`config.mk`:
```
export PLATFORM = sky130hd
export DESIGN_NAME = ve_writeback_queue
export DESIGN_NICKNAME = d
export VERILOG_FILES = /design/src/rtl/ve_writeback_queue.sv
export SDC_FILE = /design/constraint.sdc
export NUM_CORES = 2
export LEC_CHECK = 0
export CAP_MARGIN = 0
export CORE_ASPECT_RATIO = 0.6
export CORE_MARGIN = 10
export CORE_UTILIZATION = 46
export CTS_CLUSTER_SIZE = 30
export DETAILED_ROUTE_END_ITERATION = 8
export PLACE_DENSITY = 0.79
export SLEW_MARGIN = 20
export SYNTH_ARGS = -nofsm -noshare
export SYNTH_HDL_FRONTEND = slang
export SYNTH_SLANG_ARGS = --single-unit
```
`constraint.sdc`:
```
create_clock -name clk -period 8.1 [get_ports clk]
set_input_delay 1.62 -clock clk [delete_from_list [all_inputs] [get_ports clk]]
set_output_delay 1.62 -clock clk [all_outputs]
set_load 0.02 [all_outputs]
```
`src/rtl/ve_writeback_queue.sv`:
```
// Writeback queue between the vector-scalar ALU and the vector register file write port.
// Buffers flagged results in a small FIFO and answers forwarding lookups on queued entries.
module ve_writeback_queue #(
  parameter int LANES  = 24,
  parameter int LANE_W = 8,
  parameter int ADDR_W = 5,
  parameter int DEPTH  = 4,
  localparam int DATA_W = LANES * LANE_W,
  localparam int PTR_W  = $clog2(DEPTH),
  localparam int CNT_W  = PTR_W + 1
) (
  input  logic              clk,
  input  logic              rst,
  input  logic              in_valid,
  output logic              in_ready,
  input  logic              in_flag,
  input  logic [ADDR_W-1:0] in_rd,
  input  logic [DATA_W-1:0] in_result,
  output logic              wr_en,
  output logic [ADDR_W-1:0] wr_addr,
  output logic [DATA_W-1:0] wr_data,
  input  logic              rf_ready,
  input  logic [ADDR_W-1:0] fwd_addr,
  output logic              fwd_hit,
  output logic [DATA_W-1:0] fwd_data,
  output logic [CNT_W-1:0]  count
);

  logic [ADDR_W-1:0] rd_mem   [DEPTH];
  logic [DATA_W-1:0] data_mem [DEPTH];
  logic [DEPTH-1:0]  vld;
  logic [PTR_W-1:0]  rd_ptr;
  logic [PTR_W-1:0]  wr_ptr;
  logic [PTR_W-1:0]  fwd_idx;
  logic              push;
  logic              pop;

  // Readiness comes only from the registered count, so a full queue never bypasses.
  assign in_ready = !rst && (count < CNT_W'(DEPTH));
  assign push     = in_valid && in_ready && in_flag;
  assign wr_en    = !rst && (count != '0) && rf_ready;
  assign pop      = wr_en;
  assign wr_addr  = rd_mem[rd_ptr];
  assign wr_data  = data_mem[rd_ptr];

  always_ff @(posedge clk) begin
    if (rst) begin
      rd_ptr <= '0;
      wr_ptr <= '0;
      count  <= '0;
      vld    <= '0;
    end else begin
      if (push) wr_ptr <= wr_ptr + PTR_W'(1);
      if (pop)  rd_ptr <= rd_ptr + PTR_W'(1);
      case ({push, pop})
        2'b10:   count <= count + CNT_W'(1);
        2'b01:   count <= count - CNT_W'(1);
        default: count <= count;
      endcase
      // Push and pop slots only coincide when empty or full, where one side is idle.
      if (pop)  vld[rd_ptr] <= 1'b0;
      if (push) vld[wr_ptr] <= 1'b1;
    end
  end

  always_ff @(posedge clk) begin
    if (push) begin
      rd_mem[wr_ptr]   <= in_rd;
      data_mem[wr_ptr] <= in_result;
    end
  end

  // Scan oldest to youngest so the last match, the youngest entry, wins.
  always_comb begin
    fwd_hit  = 1'b0;
    fwd_data = '0;
    fwd_idx  = rd_ptr;
    for (int i = 0; i < DEPTH; i++) begin
      fwd_idx = rd_ptr + PTR_W'(i);
      if (!rst && vld[fwd_idx] && (rd_mem[fwd_idx] == fwd_addr)) begin
        fwd_hit  = 1'b1;
        fwd_data = data_mem[fwd_idx];
      end
    end
  end

  count_bounded: assert property (@(posedge clk) disable iff (rst) count <= CNT_W'(DEPTH));
  no_write_when_empty: assert property (@(posedge clk) disable iff (rst) !(wr_en && count == '0));

endmodule

```
# ---- Word level (Yosys, flattened, before mapping)
# Memory sizes are Yosys's and may differ from the RTL's. A register that Yosys moved wholly into a read port is not among the register bits.
# Cells that the tools add are included.
dict set report totals {
  mem_count 2
  wordCells 77
  input_bits 207
  output_inout_bits 395
  mem_bits_rw 788
  regBits 11
}
# name depth word_bits read_ports rd_clocked_by_memory_dff wr line
set mem_list {}
lappend mem_list {data_mem 4 192 4 1 1 30} ;# logic [DATA_W-1:0] data_mem [DEPTH];
lappend mem_list {rd_mem 4 5 4 1 1 29} ;# logic [ADDR_W-1:0] rd_mem [DEPTH];
dict set report op_classes {
  n_bitwise 3
  add_sub_neg 6
  muxes 30
  reduce_logical 18
  order_cmp 8
  n_eq_ne 6
}
# op count
set op_table {}
lappend op_table {{2-to-1 mux 192 bit} 4}
lappend op_table {{== test 5 bit} 4}
lappend op_table {{logical AND 1 bit} 15}
lappend op_table {{< comparator 2 x 3 -> 1 bit (second input constant)} 5}
lappend op_table {{2-to-1 mux 1 bit} 12}
lappend op_table {{2-to-1 mux 4 bit} 3}
lappend op_table {{binary-select mux 1 bit (select 2 bit)} 4}
lappend op_table {{2-to-1 mux 2 bit} 4}
lappend op_table {{case mux 3 bit (2 select lines)} 1}
lappend op_table {{adder 2 x 1 -> 2 bit (second input constant)} 2}
lappend op_table {{adder 2 bit (second input constant)} 2}
lappend op_table {{bitwise AND 4 bit} 1}
lappend op_table {{demux 1 bit (select 2 bit)} 2}
lappend op_table {{>= comparator 2 x 1 -> 1 bit (second input constant)} 2}
lappend op_table {{inverter 4 bit} 1}
lappend op_table {{bitwise OR 4 bit} 1}
lappend op_table {{adder 3 x 1 -> 3 bit (second input constant)} 1}
lappend op_table {{< comparator 3 bit (second input constant)} 1}
lappend op_table {{nonzero test 3 bit} 1}
lappend op_table {{subtractor 3 x 1 -> 3 bit (second input constant)} 1}
lappend op_table {{== test 2 x 1 -> 1 bit (second input constant)} 1}
lappend op_table {{== test 2 bit (second input constant)} 1}
lappend op_table {{nonzero test 2 bit} 1}
lappend op_table {{zero test 1 bit} 1}

# ---- Longest topological paths before layout
dict set report depth {
  ltp_word 10
  depth_mapped 17
  depth_no_buf 9
}

# ---- Least setup slack after synthesis
# No wires, ideal clock.
dict set report synth_timing {
  path_type {input to register}
  start {input port rst}
  end {memory data_mem[1][0] (netlist name), enable pin}
  required_time_ps 7518
  path_slack_ps 407
  path_buffers 2
  setup_ps 582
  t_arrival_ps 7111
  cell_stages 5
  path_cell_list {clkbuf_1 nor2_1 and3_1 clkbuf_1 and2_1}
}
dict set report synth_via {
  elab_chain_len 6
}
# element line
set synth_lines {}
lappend synth_lines {{from (decl)} 13} ;# input logic rst,
lappend synth_lines {{zero test 1 bit} 39} ;# assign in_ready = !rst && (count < CNT_W'(DEPTH));
lappend synth_lines {{logical AND 1 bit} 39}
lappend synth_lines {{net in_ready} 15} ;# output logic in_ready,
lappend synth_lines {{logical AND 1 bit (2 in series)} 40} ;# assign push = in_valid && in_ready && in_flag;
lappend synth_lines {{2-to-1 mux 1 bit} 67} ;# if (push) begin
lappend synth_lines {{2-to-1 mux 1 bit (not written as such)} 69} ;# data_mem[wr_ptr] <= in_result;
lappend synth_lines {{to (decl)} 30}
# The timed path passes the listed nets, and every way through them passes these cells.

# ---- Final worst setup path
dict set report layout_timing {
  start {input port fwd_addr[4]}
  end {output port fwd_data[134]}
}
dict set report layout_via {
  elab_chain_len 6
  word_cells_on_any_way 12
  cone_classes {eq/ne (4); mux (4); reduce/logical (4)}
}
# element line
set layout_lines {}
lappend layout_lines {{from (decl)} 23} ;# input logic [ADDR_W-1:0] fwd_addr,
lappend layout_lines {{== test 5 bit} 80} ;# if (!rst && vld[fwd_idx] && (rd_mem[fwd_idx] == fwd_addr)) begin
lappend layout_lines {{logical AND 1 bit} 80}
lappend layout_lines {{2-to-1 mux 192 bit (3 in series)} 80}
lappend layout_lines {{2-to-1 mux 192 bit (*)} 80}
lappend layout_lines {{to (decl)} 25} ;# output logic [DATA_W-1:0] fwd_data,
# Mark *: on every way between the ends. The rest lies on a longest branch, timed or not.

==> flow_summary_export.csv <==
group,metric,value,unit
cts,htree_levels,3,
cts,clockRootBuffer,"clkbuf_16",
die,die_w,432,um
cts,clk_path_buf_depth,3,
global_route,grt_overflow,0,
die,ioPinCount,602,
timing,fmax,0.139,GHz
final_layout,finalInstanceArea,56900,um^2
die,coreArea,101000,um^2
timing,final.setup.tns,0,ns
detailed_routing,wl_per_cell,26.6,um
global_route,grt_usage,0.232,
cts,tritoncts,"yes",
power_and_ir_drop,powerDensity,168,nW/um^2
cts,cts_made_buffers,81,
detailed_routing,viasPerCell,6.36,
synth,synth_edf_count,788,
critical_path,worstPathRequired,6.48,ns
detailed_routing,dr.pass1.iters,6,
synth,synth_area_leaders,"edfxtp_1 50%, mux4_2 19%, mux2i_1 8.4%",
timing,finalCritPeriodShare,0.891,
timing,hold_viol,0,
timing,final.setup_skew,0.0317,ns
timing,tightest_slew,1.22,ns
detailed_routing,wl,139,mm
synth,synth_cell_types,51,
detailed_routing,drc,0,
die,rows,90,
cts,postCtsSetupRepairBufs,0,
critical_path,worstSetupPathType,"primary input to output port",
cts,path_clk_slew,0.06,ns
timing,maxSlewViolCount,0,
critical_path,slowest_delay,0.75,ns
detailed_routing,postRouteAntennaNets,0,
detailed_routing,drt_iter0_drc,3701,
timing,maxSlewHeadroom,0.190,
global_route,grt_pass1_wl,209,mm
power_and_ir_drop,ir_drop,0.154,mV
synth,netlist_area,46900,um^2
critical_path,cp_data_arrival_time,5.60,ns
synth,yosys_warnings,0,
cts,cts-hold-fix-buffers,0,
status,status,"finished clean",
final_layout,fill_cells,7812,
timing,setup_viol,0,
synth,ys_seq_elements,801,
critical_path,cp-end-kind,"output port",
job,max-cap-violations,0,
cts,clock_latency,0.68,ns
power_and_ir_drop,power_leakage,0.0164,uW
global_route,grt_max_degree,264,
global_route,grt_pass1_vias,33500,
place,dpl.hpwl,87.2,mm
timing,rsz0062_at_grt,"false",
cts,cts_resized,0,
die,die_h,267,um
die,start_util,0.465,
critical_path,crit_fanout,33,
critical_path,worst_path_max_delay_cell,"nor2b_4",
cts,clock_sinks,801,
place,placed_cell_area,54100,um^2
detailed_routing,vias,33200,
critical_path,crit_chain,"clkdlybuf4s50_1 > xor2_1 > nand3_1 > a2111oi_4 > buf_4 > nor2b_4 > buf_12 > buf_4 > a22oi_1 > o21ai_1 > clkdlybuf4s50_1",
global_route,antenna_found_initial,31,
synth,yosysTopAreaCellShare,0.504,
synth,synth_ff_type,"edfxtp_1",
place,place.gp.congestion,0.863,
timing,post-route-min-period,7.22,ns
synth,netlist_instances,3369,
die,dieArea,116000,um^2
synth,synth_largest_area_cell,"edfxtp_1",
final_layout,area_growth,21.2,%
place,port_buffers,601,
critical_path,start_kind,"primary input",
synth,ys_seq_area_frac,0.510,
synth,synthesis.nets,3586,
synth,synthArstFlopShare,0,
synth,syn_area_per_cell,13.9,um^2
min_path,hp-class,"flip-flop to flip-flop",
final_layout,fin_nets,4019,
final_layout,drive_gt1_frac,0.204,
-- cell usage in the layout (no fill, tap or decap), drive strengths merged, types with 190 or more instances in the layout --
| cell type | Yosys | routed |
|---|---|---|
| a22oi | 190 | 190 |
| o21ai | 384 | 384 |
| edfxtp | 788 | 788 |
| mux2 | 196 | 196 |
| mux2i | 395 | 395 |
| a21oi | 200 | 200 |
| mux4 | 394 | 394 |
| nand2 | 204 | 204 |
| clkdlybuf4s50 | 0 | 601 |
| nor2 | 205 | 205 |
-- stage by stage --
step / total power, uW / setup WS, ns / utilization / hold slack, ns / cells
after floorplan: 5420 / 0.407 / - / 0.483 / 3369
after global placement: 5810 / 1.02 / 0.536 / 0.519 / 5051
after detailed placement: 5830 / 0.911 / 0.536 / 0.535 / 5051
after CTS: 9650 / 0.901 / 0.562 / 0.543 / 5199
after global routing: 9910 / 0.730 / 0.563 / 0.568 / 5220
final: 9570 / 0.880 / 0.563 / 0.537 / 5224
-- path summary, 6_finish.rpt --
path,start,to,slack (ns),cells past startpoint
max,fwd_addr[4],fwd_data[134],0.88,11
min,count[2],count[2],0.54,2
max reg2reg,count[2],data_mem[2][121],5.29,4
min reg2reg,count[2],count[2],0.54,2
-- registers in the layout, summed over array words and instances, names as in the netlist, named ones only --
signal	cells
data_mem	768
count	3
vld	4
wr_ptr	2
rd_mem	20
rd_ptr	2
-- critical path: cells and delay by family --
kind                      cells  cell delay, ns
xor gates and xnor gates      1            0.23
AOI/OAI and AO/OA             3            0.62
buffers and inverters         5            2.18
and+or+nand+nor               2            0.90
-- logic make-up (layout without fill, tap and decap cells) --
kind of cell | Yosys count | count (layout) | share of synthesized area
mux | 985 | 985 | 0.321
flops | 801 | 801 | 0.510
compound gates | 792 | 792 | 0.0968
simple gates | 438 | 438 | 0.0369
buf+inv | 319 | 817 | 0.0285
xor+xnor | 24 | 24 | 0.00448
fa+ha+maj | 10 | 10 | 0.00283
other cells | 0 | 23 | 0
-- synthesized netlist by cell type (5+ instances only) --
cell	instances
edfxtp_1	788
buf_1	64
ha_1	9
inv_1	9
mux2i_1	394
mux2_2	196
o21ai_0	195
nand2_1	204
a22oi_1	190
xor2_1	14
buf_4	23
buf_2	34
mux4_2	394
a21oi_1	200
nor2_1	205
xnor2_1	10
clkbuf_1	187
and2_1	5
dfxtp_1	13
o21ai_1	188
-- report_power, final --
part           total (uW)  switching [uW]  internal (uW)
Sequential           4640            38.0           4600
Combinational        1110             585            526
Clock                3820            1660           2160
-- area by class of cell --
class                   instances  area [um^2]  share of cell area
diodes                         23         57.6             0.00101
clock buffers                  99         2150              0.0378
clock inverters                49          515             0.00907
inverters                       9         33.8            0.000594
multi-input cells            2249        21700               0.382
flip-flops and latches        801        23900               0.421
well taps                    1334         1670              0.0294
repair buffers                660         6790               0.119
-- layer usage --
metal,part of all wire,up-vias,routed length [um],track usage
met5,0.00076,-,106,0
met4,0.037,18,5170,0.104
met3,0.091,281,12600,0.0565
met2,0.49,1759,68200,0.375
met1,0.38,16700,52800,0.297
li1,-,14500,-,-
Power figures use the tool's default switching activity.
